[src/rtl/elbeth_mux_pkg.sv]
// elbeth_mux_pkg: shared mode constants and flattened-bus slice helper
package elbeth_mux_pkg;
  localparam int MUX_MODE_SEL = 0;
  localparam int MUX_MODE_RR = 1;
  function automatic int slice_lo(input int k, input int w);
    return k * w;
  endfunction
endpackage

[src/rtl/elbeth_rr_arbiter.sv]
// elbeth_rr_arbiter: combinational round-robin pick; ports req[N], ptr -> grant_idx, grant_vld
module elbeth_rr_arbiter #(
  parameter int N = 4,
  localparam int W = $clog2(N)
) (
  input  logic [N-1:0] req,
  input  logic [W-1:0] ptr,
  output logic [W-1:0] grant_idx,
  output logic         grant_vld
);
  always_comb begin
    int j;
    grant_vld = 1'b0;
    grant_idx = '0;
    for (int i = N - 1; i >= 0; i--) begin
      j = (int'(ptr) + i) % N;
      if (req[j]) begin
        grant_vld = 1'b1;
        grant_idx = W'(j);
      end
    end
  end
endmodule

[src/rtl/elbeth_mux_n_to_1_pipe.sv]
// elbeth_mux_n_to_1_pipe: registered N:1 valid/ready selector (explicit sel or round-robin); in_data/in_valid/in_ready per channel, sel, out_data/out_valid/out_ready/out_chan
module elbeth_mux_n_to_1_pipe
  import elbeth_mux_pkg::*;
#(
  parameter int WIDTH = 32,
  parameter int N_IN = 4,
  parameter int MODE = MUX_MODE_SEL,
  localparam int SEL_W = $clog2(N_IN)
) (
  input  logic                  clk,
  input  logic                  rst,
  input  logic [N_IN*WIDTH-1:0] in_data,
  input  logic [N_IN-1:0]       in_valid,
  output logic [N_IN-1:0]       in_ready,
  input  logic [SEL_W-1:0]      sel,
  output logic [WIDTH-1:0]      out_data,
  output logic                  out_valid,
  input  logic                  out_ready,
  output logic [SEL_W-1:0]      out_chan
);
  logic r_valid;
  logic [WIDTH-1:0] r_data;
  logic [SEL_W-1:0] r_chan, w_c;
  logic w_cvld, w_can_accept, w_xfer;
  assign w_can_accept = !r_valid | out_ready;
  generate
    if (MODE == MUX_MODE_RR) begin : g_rr
      logic [SEL_W-1:0] r_ptr;
      logic w_unused_sel;
      assign w_unused_sel = ^sel;
      elbeth_rr_arbiter #(.N(N_IN)) u_arb (
        .req(in_valid),
        .ptr(r_ptr),
        .grant_idx(w_c),
        .grant_vld(w_cvld)
      );
      always_ff @(posedge clk or posedge rst)
        if (rst) r_ptr <= '0;
        else if (w_xfer) r_ptr <= (32'(w_c) == N_IN - 1) ? '0 : w_c + 1'b1;
    end else begin : g_sel
      assign w_c = sel;
      assign w_cvld = 32'(sel) < N_IN;
    end
  endgenerate
  // rst gates ready directly: the cleared register alone would otherwise advertise space
  assign in_ready = (rst | !w_can_accept | !w_cvld) ? '0 : N_IN'(1) << w_c;
  assign w_xfer = |(in_ready & in_valid);
  always_ff @(posedge clk or posedge rst)
    if (rst) begin
      r_valid <= 1'b0;
      r_data <= '0;
      r_chan <= '0;
    end else if (w_xfer) begin
      r_valid <= 1'b1;
      r_data <= in_data[slice_lo(int'(w_c), WIDTH) +: WIDTH];
      r_chan <= w_c;
    end else if (out_ready) r_valid <= 1'b0;
  assign out_data = r_data;
  assign out_valid = r_valid;
  assign out_chan = r_chan;
endmodule

[config.mk]
export PLATFORM = sky130hd
export DESIGN_NAME = elbeth_mux_n_to_1_pipe
export DESIGN_NICKNAME = d
export VERILOG_FILES = /design/src/rtl/elbeth_mux_pkg.sv /design/src/rtl/elbeth_rr_arbiter.sv /design/src/rtl/elbeth_mux_n_to_1_pipe.sv
export SDC_FILE = /design/constraint.sdc
export NUM_CORES = 1
export LEC_CHECK = 0
export ABC_AREA = 1
export BUFFER_PORTS_ARGS = -buffer_cell sky130_fd_sc_hd__buf_2
export CORE_ASPECT_RATIO = 1.5
export CORE_MARGIN = 8
export CORE_UTILIZATION = 43
export DETAILED_ROUTE_END_ITERATION = 6
export PLACE_DENSITY = 0.95
export REMOVE_ABC_BUFFERS = 1
export SYNTH_ARGS = -nofsm -noshare
export SYNTH_HDL_FRONTEND = slang
export SYNTH_SLANG_ARGS = --single-unit
[constraint.sdc]
create_clock -name clk -period 2.95 [get_ports clk]
set_clock_uncertainty 0.05 [all_clocks]
set_input_delay 0.59 -clock clk [delete_from_list [all_inputs] [get_ports clk]]
set_output_delay 0.59 -clock clk [all_outputs]
set_load 0.01 [all_outputs]
# Word level (Yosys, flattened, before mapping)
# Index checks and enable logic that the tools add are counted.
# W data, S select, Z words.
op_classes:
  bitwise_logic: 3
  n_reduce_logical: 4
  mux: 3
  shifts: 2
op_table:
  columns: ["op", "count"]
  rows:
  - ["$shiftx A128 B8 Y32", 1]
  - ["$and A4 B4 Y4", 1]
  - ["$mux W4", 1]
  - ["$reduce_or A4 Y1", 1]
  - ["$shl A1 B2 Y4 const A", 1]
  - ["$logic_not A1 Y1", 2]
  - ["$mux W1", 2]
  - ["$or A1 B1 Y1", 2]
  - ["$reduce_bool A2 Y1", 1]
totals:
  reg_bits: 35
  out_inout_bits: 39
  inputBits: 137

# Depth between registers and ports, before layout
depth:
  word_depth: 8
  mapped_depth: 8
  ltp_nobuf: 7

# Least setup slack after synthesis
# Ideal clock, no wire load.
synth_path:
  path_kind: "input to register"
  from: "input rst"
  to: "register r_data[10], in the netlist out_data[10]"
  setup_ps: 123
  slack_ps: 715
  stages: 7
  arrival_time_ps: 2062
  path_cell_list: "inv_1 -> nand4_1 -> nand2_2 -> nor2_4 -> buf_4 -> nand2_1 -> nand2_1"
synth_via:
  elab_chain_len: 4
synth_rtl:
  columns: ["item", "line_no", "source"]
  rows:
  - ["from (decl)", "elbeth_mux_n_to_1_pipe.sv:11", "input logic rst,"]
  - ["$or A1 B1 Y1", "elbeth_mux_n_to_1_pipe.sv:46", "assign in_ready = (rst | !w_can_accept | !w_cvld) ? '0 : N_IN'(1) << w_c;"]
  - ["$mux W4", "elbeth_mux_n_to_1_pipe.sv:46", null]
  - ["$and A4 B4 Y4", "elbeth_mux_n_to_1_pipe.sv:47", "assign w_xfer = |(in_ready & in_valid);"]
  - ["$reduce_or A4 Y1", "elbeth_mux_n_to_1_pipe.sv:47", null]
  - ["to (signal assigned)", "elbeth_mux_n_to_1_pipe.sv:55", "r_data <= in_data[slice_lo(int'(w_c), WIDTH) +: WIDTH];"]
  - ["to (decl)", "elbeth_mux_n_to_1_pipe.sv:22", "logic [WIDTH-1:0] r_data;"]
# Every way passes these cells.
# A chain may end at the register's enable or synchronous reset.

# Worst setup path after layout
layout_path:
  from: "input out_ready"
  to: "output in_ready[0]"
layout_via:
  elab_chain_len: 4
layout_rtl:
  columns: ["item", "line_no", "source"]
  rows:
  - ["from (decl)", "elbeth_mux_n_to_1_pipe.sv:18", "input logic out_ready,"]
  - ["$or A1 B1 Y1", "elbeth_mux_n_to_1_pipe.sv:25", "assign w_can_accept = !r_valid | out_ready;"]
  - ["$logic_not A1 Y1", "elbeth_mux_n_to_1_pipe.sv:46", null]
  - ["$or A1 B1 Y1", "elbeth_mux_n_to_1_pipe.sv:46", null]
  - ["$mux W4", "elbeth_mux_n_to_1_pipe.sv:46", null]
  - ["to (decl)", "elbeth_mux_n_to_1_pipe.sv:14", "output logic [N_IN-1:0] in_ready,"]
# Every way passes these cells.

==> results.md <==
Logic synthesis:
- The cell area after synthesis is 0.00222 mm2.
- The mean instance size in the synthesized netlist is ~6.5 um2.
- The most used flip-flop cell after synthesis is sky130_fd_sc_hd__dfrtp_1.
- After synthesis, the share of flip-flops with an asynchronous set or reset is 100%.
- The commonest cells after synthesis are sky130_fd_sc_hd__nand2_1, sky130_fd_sc_hd__dfrtp_1, sky130_fd_sc_hd__nand4_1.
- During synthesis, Yosys emitted a total of 0 warnings.
- Of the synthesized area, sequential elements account for just under 40%.
- The number of enable-type register cells in the synthesized netlist is 0.
- Sorting the synthesized cells by area gives the leading types as sky130_fd_sc_hd__dfrtp_1, sky130_fd_sc_hd__nand2_1, sky130_fd_sc_hd__nand4_1.
- In this run, synthesis produced a sequential element count of 35.
- The area share of the leading cell type in the synthesized netlist is slightly below 40%.
- The most common cell in the synthesized netlist is sky130_fd_sc_hd__nand2_1.
- After technology mapping, the gate count stands at about 340.
- Summed over all instances, the cell type with the most area after synthesis is sky130_fd_sc_hd__dfrtp_1.
- The distinct cell type count after synthesis is 20.

Clock network:
- The number of gates resized after cts is 0.
- The worst-skew pair later-pin latency is 0.27 ns.
- In this run, post-CTS hold repair placed 0 buffers.
- The clock tree from TritonCTS is yes.
- No sink is reached through more buffers than the 2 on the longest clock path.
- The clock net in this run drives a total of 35 sinks.
- In this run, CTS created clock tree buffers numbering 5.
- The number of setup buffers added after CTS is 0.
- After clock tree synthesis, the clock-pin slew on the worst setup and hold paths is 0.07 ns.
- The buffer cell driving the clock tree root is sky130_fd_sc_hd__clkbuf_8.
- The maximum level of the CTS H-tree is 2.

Critical path:
- The highest fanout seen on the critical path is 4.
- The delay of the slowest cell on the worst path is 0.23 ns.
- Walking the worst path, the cells encountered are buf_2 -> inv_1 -> a21oi_1 -> inv_1 -> nor3_1 -> buf_2.
- Data on the critical path arrives at its endpoint at approximately 1.4 ns.
- The startpoint class of the critical path is a primary input.
- The endpoint required time on the critical path is 2.31 ns.
- The critical path is of the primary input to primary output type.
- STA classifies the critical path endpoint as a primary output.
- The cell with the largest stage delay on the worst path is sky130_fd_sc_hd__a21oi_1.

Finish:
- Summing all multi-input logic gate instances after layout gives 0.00122 mm2.
- The final instance count without filler cells is 579.
- The layout filler cell count is 456.
- The finished layout cell area is 0.00324 mm2.
- From synthesis to final layout, the design area changed by 45.4%.
- The number of antenna repair diodes is 0.
- The final standard cell utilization of the core is a little under two thirds.
- In the final layout, the share of cells above drive strength 1 is 39.3%.
- The net count of the finished layout is 647.
- The sequential cell area is 876 um2.

Timing:
- The worst path needs 2.04 ns of the cycle, external delays included.
- After routing, the total negative slack on setup checks comes to 0 ns.
- Of the available clock period, the critical path in the final layout requires 69.2%.
- The measured slew at the worst slew-check pin is 0.703 ns.
- The count of final setup violators is 0.
- Setup repair after global routing left no endpoint under its margin.
- The count of final hold-check violations came to 0.
- The tightest hold path in the finished design has a slack of 0.319 ns.
- The total count of max-transition violations in the final report is 0.
- The worst pin sits at a relative slew slack of 53.0%.
- After layout, the worst setup slack is 0.909 ns.
- For this run, the top clock speed supported by timing is just under 0.5 GHz.

Routing:
- The via count normalized by instance count is 5.04.
- The number of DRC markers after the initial detailed-route iteration is between 150 and 200.
- The routed wire length is 8.25 mm.
- The first-pass iteration count of the detailed router is 4.
- The total vias in the final route is roughly 2900.
- The final routed wire length divided by cell count is 14.2 um.
- For this run, design rule violations remaining after detail routing come to 0.
- The number of nets with antenna violations after detailed routing is 0.

Global routing:
- The via count of the first global-routing pass was roughly 3000.
- For this run the aggregate overflow at the end of global routing stands at 0.
- Entering global routing, the biggest net connects 36 pins.
- The first global-routing pass estimated 13.4 mm of wire.
- Global routing used about a fifth of the available tracks.
- The number of antenna violations at the first check in global routing came to 0.

Floorplan:
- The total core area is 0.00508 mm2.
- In this run the count of I/O pins placed on the die edge is 176.
- The die height is 104 um.
- The width of the chip is 74.7 um.
- The number of placement rows is 32.
- The die covers 0.00778 mm2.
- The initial core utilization is between 40% and 50%.

Placement:
- Routability-driven placement finished with a final weighted congestion of 0.778.
- After legalization and detailed placement, the total HPWL measured approximately 6.4 mm.
- The count of input and output buffers is ~180.
- Counting tap cells, the placed design contains a total of roughly 570 instances.
- Timing analysis after detailed placement gives a worst setup slack of 0.771 ns.
- After detailed placement, the total cell area comes to between 0.003 and 0.004 mm2.

Power:
- The ratio of total power to cell area is 492 mW/mm2.
- Across the VDD grid, the largest voltage drop is 0.000294 V.
- The completed layout was analyzed and its total power is roughly 1.6 mW.
- The leakage power is 1.87 nW.

Flow run:
- The number of max-cap violations is 0.

Run status:
- The flow ran to the end, and the final reports show no timing, DRC or antenna violations.

Hold path:
- The worst hold path belongs to the class primary input to async pin.
==> per-layer routing <==
metal | vias up | track usage (%) | share of wire (%)
li1 | 1444 | - | -
met1 | 1316 | 21.1 | 34
met2 | 140 | 38.4 | 54
met3 | 20 | 5.98 | 9.1
met4 | 0 | 10.3 | 3.1
met5 | - | 0 | 0
==> sequential cells by signal, summed over array words and instances (netlist names) <==
name,cells
out_data,32
out_chan,2
out_valid,1
==> final timing paths <==
path                       cells after the start        start  slack [ns]           end
hold reg to reg                                2  out_data[9]        0.43   out_data[9]
setup reg to reg                               6    out_valid        1.16  out_data[20]
max in group asynchronous                      3          rst        2.32  out_data[15]
min in group clk                               2  out_data[9]        0.43   out_data[9]
setup / recovery                               6    out_ready        0.91   in_ready[0]
hold / removal                                 3          rst        0.32     out_valid
==> critical path: cells and delay by family <==
family,cells,cell delay [ns]
buffers and inverters,4,0.41
AO/OA/AOI/OAI,1,0.23
AND/OR/NAND/NOR,1,0.16
==> power breakdown <==
group          switching, mW  internal [mW]  total [mW]
logic                  0.316          0.239       0.555
registers             0.0642          0.600       0.664
clock network          0.160          0.213       0.373
total                  0.540           1.05        1.59
==> cells by family after synthesis <==
kind of cell    share of synthesized area [%]
compound gates                           7.65
buf+inv                                  5.91
flops                                    39.4
simple gates                             47.1
==> final cells by class <==
class / count / area share (%)
multi-input combinational: 279 / 37.7
clock buffer: 8 / 3.09
tap: 68 / 2.63
sequential: 35 / 27.1
inverter: 7 / 0.812
timing repair buffer: 182 / 28.7
==> layout by cell type, fill, tap and decap left out <==
| master | instances |
|---|---|
| sky130_fd_sc_hd__nand2_2 | 2 |
| sky130_fd_sc_hd__o21ai_0 | 23 |
| sky130_fd_sc_hd__nor2_4 | 1 |
| sky130_fd_sc_hd__clkbuf_8 | 7 |
| sky130_fd_sc_hd__nor2_1 | 1 |
| sky130_fd_sc_hd__nor2_2 | 3 |
| sky130_fd_sc_hd__dfrtp_1 | 35 |
| sky130_fd_sc_hd__nor3_1 | 3 |
| sky130_fd_sc_hd__nand4_1 | 33 |
| sky130_fd_sc_hd__nand4_2 | 1 |
| sky130_fd_sc_hd__nand2_1 | 198 |
| sky130_fd_sc_hd__buf_2 | 175 |
| sky130_fd_sc_hd__nand2_4 | 1 |
| sky130_fd_sc_hd__a21oi_1 | 1 |
| sky130_fd_sc_hd__nand3_1 | 1 |
| sky130_fd_sc_hd__clkbuf_1 | 1 |
| sky130_fd_sc_hd__o21ai_1 | 10 |
| sky130_fd_sc_hd__nand3_2 | 1 |
| sky130_fd_sc_hd__buf_4 | 7 |
| sky130_fd_sc_hd__inv_1 | 4 |
| sky130_fd_sc_hd__inv_2 | 3 |
Power figures use the tool's default switching activity.
